## config.mk

```make
export PLATFORM = sky130hd
export DESIGN_NAME = nibble_serial_adder_ctrl
export DESIGN_NICKNAME = d
export VERILOG_FILES = /design/src/rtl/nsa_pkg.sv /design/src/rtl/four_bit_adder.sv /design/src/rtl/nibble_serial_adder_ctrl.sv
export SDC_FILE = /design/constraint.sdc
export NUM_CORES = 1
export LEC_CHECK = 0
export ABC_CLOCK_PERIOD_IN_PS = 4600
export BUFFER_PORTS_ARGS = -buffer_cell sky130_fd_sc_hd__buf_2
export CAP_MARGIN = 20
export CORE_MARGIN = 5
export CORE_UTILIZATION = 55
export DETAILED_ROUTE_END_ITERATION = 12
export HOLD_SLACK_MARGIN = 0.1
export PLACE_DENSITY = 0.9
export SYNTH_ARGS = -nofsm -noshare
export SYNTH_HDL_FRONTEND = slang
export SYNTH_SLANG_ARGS = --single-unit
```

## constraint.sdc

```tcl
create_clock -name clk -period 4.6 [get_ports clk]
set_clock_uncertainty 0.1 [all_clocks]
set_input_delay 0.23 -clock clk [delete_from_list [all_inputs] [get_ports clk]]
set_output_delay 0.23 -clock clk [all_outputs]
set_load 0.01 [all_outputs]
```

## src/rtl/nsa_pkg.sv

```systemverilog
// Shared definitions for the nibble-serial adder controller.
//   state_t   : controller FSM state encoding (IDLE, RUN, DONE)
//   SLICE_W   : width of the ripple adder slice reused every cycle
//   idx_width : width of the nibble counter for a given operand length
package nsa_pkg;

  typedef enum logic [1:0] {
    IDLE = 2'd0,
    RUN  = 2'd1,
    DONE = 2'd2
  } state_t;

  localparam int SLICE_W = 4;

  function automatic int idx_width(input int nibbles);
    return $clog2(nibbles + 1);
  endfunction

endpackage

```

## src/rtl/four_bit_adder.sv

```systemverilog
// Four-bit ripple-carry adder slice.
// Ports:
//   A, B  : 4-bit addends
//   Cin   : carry into bit 0
//   Z     : 4-bit sum
//   Cout  : carry out of bit 3
module four_bit_adder (
  input  logic [3:0] A,
  input  logic [3:0] B,
  input  logic       Cin,
  output logic [3:0] Z,
  output logic       Cout
);

  logic [4:0] c;

  always_comb begin
    c    = '0;
    Z    = '0;
    c[0] = Cin;
    for (int i = 0; i < 4; i++) begin
      Z[i]     = A[i] ^ B[i] ^ c[i];
      c[i + 1] = (A[i] & B[i]) | (c[i] & (A[i] ^ B[i]));
    end
    Cout = c[4];
  end

endmodule

```

## src/rtl/nibble_serial_adder_ctrl.sv

```systemverilog
// Nibble-serial wide adder: adds two W-bit operands through a single
// four_bit_adder slice, one nibble per clock, LSB nibble first, with a
// registered carry linking successive nibbles.
// Ports:
//   clk, rst_n  : clock and asynchronous active-low reset
//   start       : request, sampled only while idle
//   A, B, Cin   : operands and carry-in, captured on an accepted start
//   sub         : (only with SUBTRACT_EN) captured with operands; Z = A - B
//   busy        : high from the cycle after accepted start through DONE
//   done        : one-cycle pulse when Z/Cout are valid
//   Z, Cout     : result and final carry, held until the next result
// Build option: define SUBTRACT_EN to add the sub port (Cout=1 means no borrow).
module nibble_serial_adder_ctrl
  import nsa_pkg::*;
#(
  parameter  int NIBBLES = 4,
  localparam int IDX_W   = idx_width(NIBBLES),
  localparam int W       = SLICE_W * NIBBLES
) (
  input  logic         clk,
  input  logic         rst_n,
  input  logic         start,
  input  logic [W-1:0] A,
  input  logic [W-1:0] B,
  input  logic         Cin,
`ifdef SUBTRACT_EN
  input  logic         sub,
`endif
  output logic         busy,
  output logic         done,
  output logic [W-1:0] Z,
  output logic         Cout
);

  localparam logic [IDX_W-1:0] LAST_IDX = IDX_W'(NIBBLES - 1);

  state_t             state;
  state_t             state_nxt;
  logic [W-1:0]       a_sh;
  logic [W-1:0]       b_sh;
  logic [W-1:0]       z_sh;
  logic [W-1:0]       z_nxt;
  logic               carry;
  logic [IDX_W-1:0]   idx;
  logic [SLICE_W-1:0] slice_sum;
  logic               slice_cout;
  logic [W-1:0]       b_load;
  logic               carry_load;
  logic               last;

`ifdef SUBTRACT_EN
  // Two's-complement subtraction: A + ~B + 1.
  assign b_load     = sub ? ~B : B;
  assign carry_load = sub ? 1'b1 : Cin;
`else
  assign b_load     = B;
  assign carry_load = Cin;
`endif

  four_bit_adder u_slice (
    .A    (a_sh[SLICE_W-1:0]),
    .B    (b_sh[SLICE_W-1:0]),
    .Cin  (carry),
    .Z    (slice_sum),
    .Cout (slice_cout)
  );

  // New nibble enters at the top so the LSB nibble ends at bit 0.
  assign z_nxt = (z_sh >> SLICE_W) | (W'(slice_sum) << (W - SLICE_W));
  assign last  = (idx == LAST_IDX);

  always_ff @(posedge clk or negedge rst_n) begin
    if (!rst_n) state <= IDLE;
    else        state <= state_nxt;
  end

  always_comb begin
    state_nxt = state;
    busy      = 1'b0;
    done      = 1'b0;
    case (state)
      IDLE: if (start) state_nxt = RUN;
      RUN: begin
        busy = 1'b1;
        if (last) state_nxt = DONE;
      end
      DONE: begin
        busy      = 1'b1;
        done      = 1'b1;
        state_nxt = IDLE;
      end
      default: state_nxt = IDLE;
    endcase
  end

  always_ff @(posedge clk or negedge rst_n) begin
    if (!rst_n) begin
      a_sh  <= '0;
      b_sh  <= '0;
      z_sh  <= '0;
      carry <= 1'b0;
      idx   <= '0;
      Z     <= '0;
      Cout  <= 1'b0;
    end else begin
      case (state)
        IDLE: if (start) begin
          a_sh  <= A;
          b_sh  <= b_load;
          carry <= carry_load;
          idx   <= '0;
          z_sh  <= '0;
        end
        RUN: begin
          a_sh  <= a_sh >> SLICE_W;
          b_sh  <= b_sh >> SLICE_W;
          z_sh  <= z_nxt;
          carry <= slice_cout;
          idx   <= idx + IDX_W'(1);
          // Publish on the final nibble so Z/Cout are valid with done.
          if (last) begin
            Z    <= z_nxt;
            Cout <= slice_cout;
          end
        end
        default: ;
      endcase
    end
  end

endmodule
```

# == After elaboration in Yosys (flattened, before gate mapping) ==
# Cells that the tools add are included.
# Widths: inputs -> output; s select.
# classes
n_eq_ne,5
addsub,1
n_reduce_logical,6
mux,15
n_bitwise,21
# ops
cell,count
$pmux 16 s2,3
$mux 16,3
$or 12x16->16,1
$and 1x1->1,8
$xor 1x1->1,8
$pmux 3 s2,1
$reduce_and 2->1,3
$mux 2,2
$ne 2x2->1 const B,2
$or 1x1->1,4
$pmux 2 s2,1
$add 3x1->3 const B,1
$eq 3x2->1 const B,1
$mux 1,3
$mux 3,1
$eq 2x1->1 const B,1
$eq 2x2->1 const B,1
$logic_not 2->1,1
$pmux 1 s2,1
$reduce_bool 2->1,1
$reduce_or 2->1,1
# word_totals
output_inout_bits,19
in_bits,36
regBits,71

# == Depth between registers and ports, before layout ==
# logic_depth
word_depth,10
depth_mapped,9
ltp_nobuf,9

# == Cells and area by module ==
# Synthesis repeated with hierarchy kept, for this count alone.
# hier_totals
hier_cells,283
hier_area_um2,3280.6
# by_module_without_submodules
module,seq_area_each_um2,cells_each,n_inst,area_each_um2
nibble_serial_adder_ctrl,1676.6,269,1,3163.0
four_bit_adder,0.0,14,1,117.6

# == Worst setup path after synthesis ==
# Ideal clock, no wire load.
# synth_path
kind,flip-flop to flip-flop
startpoint,register a_sh[0]
endpoint,register z_sh[15]
arrival_ns,1.985
required_time_ns,4.417
path_stages_with_launch,9
synth_period_minus_slack_ns,2.167
setup_slack_ns,2.433
setup_time_ns,0.083
path_cell_list,dfrtp_1 > inv_1 > fa_1 > inv_1 > fa_1 > fa_1 > inv_1 > fa_1 > o21ai_0
# synth_between
elab_chain_cells,10
elab_cells_between_ends,11
cone_classes,1 x mux; 10 x bitwise
# synth_rtl
element,line_no,source
from (decl),nibble_serial_adder_ctrl.sv:39,logic [W-1:0] a_sh;
from (signal assigned),nibble_serial_adder_ctrl.sv:115,a_sh <= a_sh >> SLICE_W;
$xor 1x1->1,four_bit_adder.sv:23,c[i + 1] = (A[i] & B[i]) | (c[i] & (A[i] ^ B[i]));
$and 1x1->1,four_bit_adder.sv:23,
$or 1x1->1 *,four_bit_adder.sv:23,
$and 1x1->1 *,four_bit_adder.sv:23,
$or 1x1->1 *,four_bit_adder.sv:23,
$and 1x1->1 *,four_bit_adder.sv:23,
$or 1x1->1 *,four_bit_adder.sv:23,
$xor 1x1->1 *,four_bit_adder.sv:22,Z[i] = A[i] ^ B[i] ^ c[i];
$or 12x16->16 *,nibble_serial_adder_ctrl.sv:69,assign z_nxt = (z_sh >> SLICE_W) | (W'(slice_sum) << (W - SLICE_W));
$pmux 16 s2 *,nibble_serial_adder_ctrl.sv:106,case (state)
to (signal assigned),nibble_serial_adder_ctrl.sv:117,z_sh <= z_nxt;
to (decl),nibble_serial_adder_ctrl.sv:41,logic [W-1:0] z_sh;
# Mark *: on every way between the ends. The rest lies on a longest branch, timed or not.
# A chain may end at the register's enable or synchronous reset.

# == Final worst setup path ==
# layout_path
startpoint,register state[1]
endpoint,register b_sh[11]
# layout_between
elab_chain_cells,3
elab_cells_between_ends,6
cone_classes,2 x eq/ne; 1 x mux; 3 x reduce/logical
# layout_rtl
element,line_no,source
from (decl),nibble_serial_adder_ctrl.sv:37,state_t state;
from (signal assigned),nibble_serial_adder_ctrl.sv:74,else state <= state_nxt;
$eq 2x1->1 / $logic_not 2->1 (equally long branches),nibble_serial_adder_ctrl.sv:106,
$reduce_bool 2->1 (no source line) / $ne 2x2->1 (equally long branches),n/a,
$reduce_and 2->1 (no source line),n/a,
to (signal assigned),nibble_serial_adder_ctrl.sv:109,b_sh <= b_load;
to (signal assigned),nibble_serial_adder_ctrl.sv:116,b_sh <= b_sh >> SLICE_W;
to (decl),nibble_serial_adder_ctrl.sv:40,logic [W-1:0] b_sh;
# Parallel ways exist; a longest one is shown, timed or not.

==> results.tsv <==
metric	value	unit
status	finished, final reports clean	
fp.dieW	85.01	µm
irDropWorstVdd	0.4448	mV
cellPowerDensity	767.0	nW/µm²
route.detailed.vias_per_inst	5.914	
antenna_violating_nets_post_route	0	
power.switching_fraction	39.20	%
detailedRoute.firstIterationViolations	164	
timing.final.ws_setup	1.672	ns
htreeDepth	3	
rsz0062_at_grt	false	
place.gp.congestion	0.7914	
core_box_area	5473	µm²
critical_path_arrival	3.00	ns
clock_period_minus_final_worst_setup_slack	2.928	ns
final_layout_size_suffix_gt1_share	26.09	%
num_vias	2466	
syn-mean-instance-area	10.86	µm²
preCtsSetupSlack	1.734	ns
power_switching	1109	µW
area_growth_from_synthesis_to_final_layout	19.21	%
tns	0	ns
syn_nets	330	
fmax	0.3416	GHz
detailedRoute.firstPassIterationCount	5	
slew_headroom	34.62	%
post_synth_inst_count	285	
endpoint_kind	flip-flop	
power_report.internal_total	1720	µW
row_cnt	27	
post-route-period-util	63.65	%
cts.path.max_buffers	2	
crit_path_cell_trace	inv_1 > ha_1 > inv_2 > nor2_1 > a221oi_1	
crit_path_max_fanout	49	
worst_stage_delay_on_the_critical_path	0.88	ns
global_route.usage.total	20.65	%
ys_ff_latch	67	
starting_density	56.54	%
timing.hold.ws	0.1171	ns
postLayoutCoreUtil	67.40	%
tritoncts.num_buffers	9	
tritoncts	yes	
grt_first_pass_wirelength	11790	µm
timing.final.hold_violations	0	
yosysSeqAreaShare	54.19	%
routedWlPerCell	16.59	µm
synth.top_cell.area_share	54.19	%
clock_sinks	67	
grt_pass1_vias	2526	
clk_transition_reported_paths	0.07	ns
clk_root_buffer_cell	sky130_fd_sc_hd__clkbuf_8	
layout.filler_cells	450	
overflow	0	
p_comb_share	42.6	%
io_pins	55	
buffer_ports.inserted	54	
clk-insertion-delay-late	0.35	ns
sequential_share_of_power	36.7	%
totalWireLength	6920	µm
timing_worst_slew_pin_value	0.9807	ns
grt_max_degree	68	
hp-class	in2reg	
final_setup_violation_count	0	
cp_slowest_cell	sky130_fd_sc_hd__nor2_1	
yosys_warnings	0	
die_area	7226	µm²
critPathLaunchType	flip-flop	
static-leakage-power	0.001738	µW
maxcap_viol_count	0	
grt_antenna_before_repair	0	
required	4.68	ns
floorplan.die.height	85.01	µm
post_synth_instance_area	3094	µm²
postCtsResizedCells	0	
dp.final_hpwl	4669	µm
final_max_slew_viol_count	0	
netlist.top_cell.by_area	sky130_fd_sc_hd__dfrtp_1	
antenna_cells	0	
route.detailed.drc	0	
yosys.cell_types.count	32	
synthTopCellsByArea	sky130_fd_sc_hd__dfrtp_1 54%, sky130_fd_sc_hd__mux2_2 5.1%, sky130_fd_sc_hd__a22o_1 3.7%, sky130_fd_sc_hd__o22ai_1 3.6%, sky130_fd_sc_hd__a211oi_1 3.4%	
pwr-share-clk	20.7	%
timing.setup.critical_path_class	reg2reg	
final_net_count	385	
cell usage after synthesis (all sizes together):
cell type and n:
dfrtp 67, buf 20, nand2 18, nor2 18
o22ai 18, nor3 16, a211oi 14, inv 14
mux2 14, o21ai 14, a22o 13, nand3 13
a21oi 8, a32oi 6, ha 5, a221oi 4
and3 4, fa 4, clkbuf 3, a32o 2
nand2b 2, o211ai 2, a31o 1, and2 1
mux2i 1, nand4 1, nor2b 1, or3 1
logic make-up (layout without fill, tap and decap cells):
group	after synthesis	after routing	share of synthesized area, %
buffers and inverters	37	97	5.904
muxes	15	15	5.540
AOI/OAI and AO/OA	82	82	18.52
adders and majority gates	9	9	4.610
and+or+nand+nor	75	75	11.24
DFF	67	67	54.19
cell usage in the layout, fill, tap and decap left out, types with 2 or more instances in the layout:
| cell | instances |
|---|---|
| sky130_fd_sc_hd__bufinv_16 | 3 |
| sky130_fd_sc_hd__dlygate4sd3_1 | 10 |
| sky130_fd_sc_hd__a211oi_1 | 14 |
| sky130_fd_sc_hd__o22ai_1 | 18 |
| sky130_fd_sc_hd__nand2_1 | 17 |
| sky130_fd_sc_hd__a21oi_1 | 8 |
| sky130_fd_sc_hd__ha_1 | 5 |
| sky130_fd_sc_hd__buf_4 | 3 |
| sky130_fd_sc_hd__nor2_1 | 18 |
| sky130_fd_sc_hd__clkinv_2 | 2 |
| sky130_fd_sc_hd__inv_1 | 13 |
| sky130_fd_sc_hd__nor3_1 | 16 |
| sky130_fd_sc_hd__fa_1 | 4 |
| sky130_fd_sc_hd__nand2b_1 | 2 |
| sky130_fd_sc_hd__and3_1 | 4 |
| sky130_fd_sc_hd__a32o_1 | 2 |
| sky130_fd_sc_hd__clkbuf_8 | 10 |
| sky130_fd_sc_hd__a22o_1 | 13 |
| sky130_fd_sc_hd__dfrtp_1 | 67 |
| sky130_fd_sc_hd__buf_2 | 54 |
| sky130_fd_sc_hd__nand3_1 | 13 |
| sky130_fd_sc_hd__o211ai_1 | 2 |
| sky130_fd_sc_hd__o21ai_0 | 14 |
| sky130_fd_sc_hd__a221oi_1 | 4 |
| sky130_fd_sc_hd__mux2_2 | 14 |
| sky130_fd_sc_hd__a32oi_1 | 6 |
final timing paths:
path,start,to,slack (ns),cells after the start
min reg2reg,idx[2],idx[2],0.39,2
min in group asynchronous,rst_n,Z[4],0.50,3
min,B[10],b_sh[10],0.12,3
max in group asynchronous,rst_n,Z[6],3.36,3
max,state[1],b_sh[11],1.67,5
max reg2reg,state[1],b_sh[11],1.67,5
cell type report:
type	count	area (µm²)	area share (%)
clock buffers	11	141.4	3.833
clock inverters	5	100.1	2.714
inverters	14	52.55	1.425
multi-input cells	181	1235	33.48
flip-flops and latches	67	1677	45.45
well taps	72	90.09	2.442
repair buffers	67	392.9	10.65
power by group through the flow:
stage               combinational (µW)  clock (µW)  sequential [µW]
floorplan                          917           0             1030
global placement                  1130           0             1030
detailed placement                1190           0             1050
CTS                               1210         598             1040
global route                      1370         626             1070
finish                            1210         586             1040
registers in the layout (all words and copies together) (netlist names):
| register | flops |
|---|---|
| Z | 16 |
| a_sh | 16 |
| b_sh | 16 |
| z_sh | 12 |
| idx | 3 |
| state | 2 |
| Cout | 1 |
| carry | 1 |
layer usage:
metal	up-vias	wire [µm]	GRT usage [%]
li1	1149	-	-
met4	0	143	8.058
met2	116	3337	31.43
met5	-	0	0
met3	18	589	6.893
met1	1183	2850	27.36
worst max-delay path: cells and delay by family, from the launching register on:
| family | cells | cell delay [ns] |
|---|---|---|
| flops | 1 | 0.40 |
| fa+ha+maj | 1 | 0.55 |
| simple gates | 1 | 0.88 |
| compound gates | 1 | 0.25 |
| buf+inv | 2 | 0.57 |
timing repair:
action,4_1_cts,5_1_grt
endpoints found under the setup margin,0,0
endpoints found under the hold margin,76,0
setup buffers,0,0
hold buffers,10,0
per-stage QoR:
stage | cell area (µm²) | power [µW] | std cells
4_1_cts | 3689 | 2841 | 417
6_report | 3689 | 2829 | 417
3_3_place_gp | 3347 | 2158 | 391
2_1_floorplan | 3094 | 1944 | 285
3_5_place_dp | 3347 | 2239 | 391
5_1_grt | 3689 | 3066 | 417
(Power assumes the default switching activity.)
